===== config.mk =====
export PLATFORM = sky130hd
export DESIGN_NAME = dmem_arbiter
export DESIGN_NICKNAME = d
export VERILOG_FILES = /design/src/rtl/dmem_arbiter.sv
export SDC_FILE = /design/constraint.sdc
export NUM_CORES = 1
export LEC_CHECK = 0
export CAP_MARGIN = 30
export CORE_ASPECT_RATIO = 0.5
export CORE_MARGIN = 8
export CORE_UTILIZATION = 38
export CTS_CLUSTER_DIAMETER = 30
export CTS_CLUSTER_SIZE = 16
export DETAILED_ROUTE_END_ITERATION = 16
export PLACE_DENSITY = 0.76
export SYNTH_ARGS = -nofsm -noshare
export SYNTH_HDL_FRONTEND = slang
export SYNTH_SLANG_ARGS = --single-unit

===== constraint.sdc =====
create_clock -name clk -period 4.85 [get_ports clk]
set_clock_uncertainty 0.05 [all_clocks]
set_input_delay 0.97 -clock clk [delete_from_list [all_inputs] [get_ports clk]]
set_output_delay 0.97 -clock clk [all_outputs]
set_load 0.1 [all_outputs]

===== src/rtl/dmem_arbiter.sv =====
// dmem_arbiter: shares one data memory between the core (port 0) and the
// host/loader (port 1). Round-robin single accesses, host bursts that lock
// the memory for several beats, registered read return with valid strobes.
module dmem_arbiter #(
   parameter int AW = 8,
   parameter int DW = 8,
   parameter int BW = 4
) (
   input  logic          clk,
   input  logic          reset,
   input  logic          c_req,
   input  logic          c_we,
   input  logic [AW-1:0] c_addr,
   input  logic [DW-1:0] c_wdata,
   output logic          c_gnt,
   output logic          c_stall,
   output logic          c_rvalid,
   output logic [DW-1:0] c_rdata,
   input  logic          h_req,
   input  logic          h_we,
   input  logic [AW-1:0] h_addr,
   input  logic [DW-1:0] h_wdata,
   input  logic [BW-1:0] h_blen,
   output logic          h_gnt,
   output logic          h_rvalid,
   output logic [DW-1:0] h_rdata,
   output logic          h_busy,
   output logic          mem_wr_en,
   output logic [AW-1:0] mem_addr,
   output logic [DW-1:0] mem_wdata,
   input  logic [DW-1:0] mem_rdata
);

   typedef enum logic {ARB, BURST} state_t;

   state_t        state, state_nxt;
   logic          ptr, ptr_nxt;          // 0: core favoured, 1: host favoured
   logic [AW-1:0] baddr, baddr_nxt;      // next burst beat address
   logic [BW-1:0] bcnt, bcnt_nxt;        // beats still to issue in the burst
   logic          bwe, bwe_nxt;          // direction latched at burst start
   logic [AW-1:0] last_addr;             // keeps mem_addr stable when idle

   logic          cg, hg;
   logic          we_sel;
   logic [AW-1:0] addr_sel;
   logic [DW-1:0] wdata_sel;

   // Grant selection, memory mux and next-state logic; nothing is granted in reset.
   always_comb begin
      cg        = 1'b0;
      hg        = 1'b0;
      we_sel    = 1'b0;
      addr_sel  = last_addr;
      wdata_sel = '0;
      state_nxt = state;
      ptr_nxt   = ptr;
      baddr_nxt = baddr;
      bcnt_nxt  = bcnt;
      bwe_nxt   = bwe;
      if (!reset) begin
         case (state)
            ARB: begin
               if (c_req && (!h_req || !ptr)) begin
                  cg        = 1'b1;
                  addr_sel  = c_addr;
                  we_sel    = c_we;
                  wdata_sel = c_wdata;
                  ptr_nxt   = 1'b1;
               end else if (h_req) begin
                  hg        = 1'b1;
                  addr_sel  = h_addr;
                  we_sel    = h_we;
                  wdata_sel = h_wdata;
                  ptr_nxt   = 1'b0;
                  if (h_blen > BW'(1)) begin
                     // first beat goes out now; the rest come from the latched context
                     baddr_nxt = h_addr + AW'(1);
                     bcnt_nxt  = h_blen - BW'(1);
                     bwe_nxt   = h_we;
                     state_nxt = BURST;
                  end
               end
            end
            BURST: begin
               if (h_req) begin
                  hg        = 1'b1;
                  addr_sel  = baddr;
                  we_sel    = bwe;
                  wdata_sel = h_wdata;
                  baddr_nxt = baddr + AW'(1);
                  bcnt_nxt  = bcnt - BW'(1);
                  if (bcnt == BW'(1)) begin
                     state_nxt = ARB;
                     ptr_nxt   = 1'b0;
                  end
               end
            end
            default: state_nxt = ARB;
         endcase
      end
   end

   assign c_gnt     = cg;
   assign h_gnt     = hg;
   assign c_stall   = c_req & ~cg & ~reset;
   assign h_busy    = (state == BURST);
   assign mem_wr_en = (cg | hg) & we_sel;
   assign mem_addr  = reset ? '0 : addr_sel;
   assign mem_wdata = wdata_sel;

   // Control state, burst context and registered read return.
   always_ff @(posedge clk) begin
      if (reset) begin
         state     <= ARB;
         ptr       <= 1'b0;
         baddr     <= '0;
         bcnt      <= '0;
         bwe       <= 1'b0;
         last_addr <= '0;
         c_rvalid  <= 1'b0;
         h_rvalid  <= 1'b0;
         c_rdata   <= '0;
         h_rdata   <= '0;
      end else begin
         state     <= state_nxt;
         ptr       <= ptr_nxt;
         baddr     <= baddr_nxt;
         bcnt      <= bcnt_nxt;
         bwe       <= bwe_nxt;
         last_addr <= addr_sel;
         c_rvalid  <= cg & ~we_sel;
         h_rvalid  <= hg & ~we_sel;
         if (cg && !we_sel) c_rdata <= mem_rdata;
         if (hg && !we_sel) h_rdata <= mem_rdata;
      end
   end

endmodule

==> results.md <==
Clock network:
- The clock root buffer is sky130_fd_sc_hd__clkbuf_16.
- The maximum level of the CTS H-tree is 2.
- TritonCTS built the clock tree.
- After clock tree synthesis, the clock-pin slew on the worst setup and hold paths is 60 ps.
- The count of buffers added by post-CTS timing repair for setup is 0.
- The total clock buffers created by CTS is 5.
- The clock network latency to the later pin of the worst-skew pair is 280 ps.
- Buffers inserted to repair hold after CTS numbered 0.
- The number of sinks driven by the clock tree is 41.
- The quantity of gates resized following cts is 0.
- The clock passes through at most 2 buffers.

Detailed routing:
- The routed wire length is 7.05 mm.
- The via count of the routed design is 2268.
- The detail route stage leaves a number of antenna-violating nets equal to 0.
- Using the TritonRoute via totals, the vias-per-cell ratio works out to 5.36.
- The DRC marker count from the first detailed-route iteration is 210.
- For this run, design rule violations remaining after detail routing come to 0.
- The average routed wire per standard cell is 16.7 um.
- For this run, the detailed router's first-pass iteration total came to 4.

Global route:
- The global-route congestion overflow total is 0.
- The met3 track utilization from global routing is 3.82%.
- The global-route track usage on met2 is 27.4%.
- The global router's overall resource usage is 15.2%.
- The initial antenna violation count is 0.
- The layer carrying the most global-route usage is met2.
- The met1 track demand over resource in global routing is 17.0%.
- Entering global routing, the biggest net connects 36 pins.
- The first global-routing pass estimated 11.2 mm of wire.
- The via count of the first global-routing pass came to 2303.

Logic synthesis:
- By area the synthesized netlist is led by sky130_fd_sc_hd__dfxtp_1, sky130_fd_sc_hd__nand2_1, sky130_fd_sc_hd__mux2_2.
- The number of nets produced by synthesis is 320.
- The top cell type by area accounts for 36.0% of the synthesized area.
- The most used flip-flop cell after synthesis is sky130_fd_sc_hd__dfxtp_1.
- The count of cell types in the netlist is 46.
- In this run the mean area of a mapped cell was 8.61 sq um.
- The share of synthesized flip-flops with an asynchronous set or reset is 0%.
- Of the synthesized area, sequential elements account for 36.0%.
- The gate count after technology mapping is 265.
- The count of warnings emitted by yosys is 0.
- The most used standard cell by instance count after synthesis is sky130_fd_sc_hd__dfxtp_1.
- Counting instances in the post-synthesis netlist gives the leading cell types as sky130_fd_sc_hd__dfxtp_1, sky130_fd_sc_hd__nand2_1, sky130_fd_sc_hd__o21ai_0.
- The post-synthesis instance area is 2280 sq um.
- The number of flops mapped to enable cells by yosys is 0.
- The biggest area contributor in the post-synthesis netlist is sky130_fd_sc_hd__dfxtp_1.
- In this run, synthesis produced a sequential element count of 41.

Critical path:
- The worst setup slack for register-to-register paths is 2690 ps.
- The start of the worst register-to-register path is h_busy.
- Along the worst path, the maximum fanout reaches 16.
- The worst setup path is of the input pin to output port kind.
- On the critical path, the stage with the largest delay is an instance of sky130_fd_sc_hd__clkdlybuf4s50_1.
- The logic depth of the worst setup path including buffers is 6.
- The arrival time of data at the critical path endpoint is 3160 ps.
- Traced cell by cell, the critical path runs through clkdlybuf4s50_1 -> a21bo_1 -> nand2b_4 -> nor2_2 -> a22o_1 -> buf_12.
- The endpoint of the worst register-to-register path is h_rdata[4].
- The cell family with the largest share of critical-path delay is buffers and inverters.
- The type of element capturing the critical path is an output port.
- The worst path buffer plus inverter count is 2.
- The number of cells traversed by the worst register-to-register path is 5.
- The worst setup path is launched from an input pin.
- For the worst setup path, the data required time is 3830 ps.
- The delay of the slowest cell on the worst path is 760 ps.
- The launch point of the critical path is h_req.
- The capturing element of the worst setup path is mem_wdata[2].

Floorplan:
- The region available for standard cell placement spans 5930 sq um.
- The area of the die is 8890 sq um.
- The site row count is 20.
- The initial standard-cell utilization of the core is 38.5%.
- The die boundary width is 126 um.
- 89 I/O pins were placed.
- The y dimension of the die is 70.8 um.

Timing:
- Setup repair after global routing left no endpoint under its margin.
- At the pin with the least slew margin, the transition time is 1000 ps.
- The worst hold margin is 412 ps.
- The final count of negative-setup-slack endpoints is 0.
- Headroom to the max-slew limit came out at 33.1%.
- The number of pins exceeding their max-slew limit in the final report came to 0.
- The maximum clock frequency is 239 MHz.
- Setup total negative slack on the finished layout was measured at 0 ps.
- The post-route minimum period is 4180 ps.
- The final count of hold timing violations was 0.
- The share of the cycle needed by the critical path after routing is 86.2%.

Layout:
- The non-filler instance count after layout is 423.
- 0 antenna diodes ended up in the layout.
- Compared with the post-synthesis result, the final layout area differs by 58.4%.
- The final core area utilization is 61.0%.
- The net count of the finished layout is 400.
- The fraction of final layout cells sized beyond drive strength 1 is 18.5%.

Placed design:
- Counting tap cells, the placed design contains a total of 415 instances.
- The placer's final routability congestion estimate is 0.787.
- Detailed placement ended at an HPWL of 5.35 mm.
- The number of buffers added on ports is 88.

Job:
- The number of maximum-capacitance violations is 0.

Power:
- The static leakage power is 1.39 nW.
- The worst voltage drop across the vdd grid is 187 uV.
- In this run the power density over the cells is 356 nW/um^2.

Hold path:
- The path type of the worst min-delay path is flop to flop.

Run status:
- The flow ran to the end, and the final reports show no timing, DRC or antenna violations.
## final cells by class
cell class,instances,area [sq um]
Tap cell,77,96.3
Clock buffer,5,125
Clock inverter,3,65.1
Sequential cell,41,821
Multi-Input combinational cell,197,1370
Timing Repair Buffer,91,1100
Fill cell,505,2310
Inverter,9,33.8
## layout by cell type (no fill, tap or decap), types with 2 or more instances in the layout
cell type	count
sky130_fd_sc_hd__a22o_1	8
sky130_fd_sc_hd__nor2_1	10
sky130_fd_sc_hd__a31oi_1	5
sky130_fd_sc_hd__dfxtp_1	41
sky130_fd_sc_hd__nand2_1	37
sky130_fd_sc_hd__clkbuf_16	5
sky130_fd_sc_hd__nor2b_1	9
sky130_fd_sc_hd__nand3b_1	4
sky130_fd_sc_hd__xnor2_1	3
sky130_fd_sc_hd__nand4_1	3
sky130_fd_sc_hd__or3_1	2
sky130_fd_sc_hd__buf_12	20
sky130_fd_sc_hd__inv_1	8
sky130_fd_sc_hd__o21ai_1	2
sky130_fd_sc_hd__nand2b_1	2
sky130_fd_sc_hd__mux2_2	12
sky130_fd_sc_hd__ha_1	5
sky130_fd_sc_hd__a21oi_1	14
sky130_fd_sc_hd__a211oi_2	7
sky130_fd_sc_hd__nand3_1	3
sky130_fd_sc_hd__nand2b_4	2
sky130_fd_sc_hd__clkdlybuf4s50_1	68
sky130_fd_sc_hd__nor3_1	5
sky130_fd_sc_hd__bufinv_16	2
sky130_fd_sc_hd__mux2i_1	3
sky130_fd_sc_hd__buf_4	3
sky130_fd_sc_hd__and3_1	2
sky130_fd_sc_hd__o22ai_1	15
sky130_fd_sc_hd__o21ai_0	18
sky130_fd_sc_hd__mux2_4	8
## stage by stage
step	setup slack [ps]	cell area (sq um)	total power, mW
after floorplan	131	2320	0.707
after global placement	751	3430	0.859
after detailed placement	690	3430	0.867
after CTS	687	3620	1.30
after global routing	534	3620	1.33
final	668	3620	1.29
## registers in the layout, summed over array words and instances, names as in the netlist, 4 cells and up
signal,flops
baddr,8
bcnt,4
c_rdata,8
h_rdata,8
last_addr,8
## worst min-delay path: stages (launching register included)
cell,delay (ps)
sky130_fd_sc_hd__dfxtp_1,310
sky130_fd_sc_hd__nand2_1,50
sky130_fd_sc_hd__o21ai_0,60
## cell families after synthesis
| family | share of synthesized area, % |
|---|---|
| AND/OR/NAND/NOR | 19.0 |
| buffers and inverters | 5.87 |
| adder cells (fa/ha/maj) | 2.74 |
| AO/OA/AOI/OAI | 22.4 |
| multiplexers | 12.5 |
| XOR/XNOR | 1.54 |
| flip-flops | 36.0 |
## power by group
part / internal [mW] / switching (mW) / total, mW
clock: 0.294 / 0.132 / 0.426
combinational: 0.173 / 0.306 / 0.479
sequential: 0.364 / 0.0179 / 0.382
total: 0.832 / 0.456 / 1.29
## worst min path at each step
| stage | start | to | slack (ps) | cells past startpoint |
|---|---|---|---|---|
| floorplan | baddr[6] | baddr[6] | 380 | 2 |
| CTS | c_rdata[5] | c_rdata[5] | 420 | 2 |
| finish | c_rdata[4] | c_rdata[4] | 410 | 2 |
| global route | c_rdata[4] | c_rdata[4] | 440 | 2 |
| detailed placement | c_rdata[0] | c_rdata[0] | 400 | 2 |
| global placement | baddr[6] | baddr[6] | 380 | 2 |
## metal layers
layer,wire length [um],up-vias
met1,2910,1072
met3,373,10
met4,138,0
li1,-,1123
met5,0,-
met2,3630,63
(Power assumes the default switching activity.)
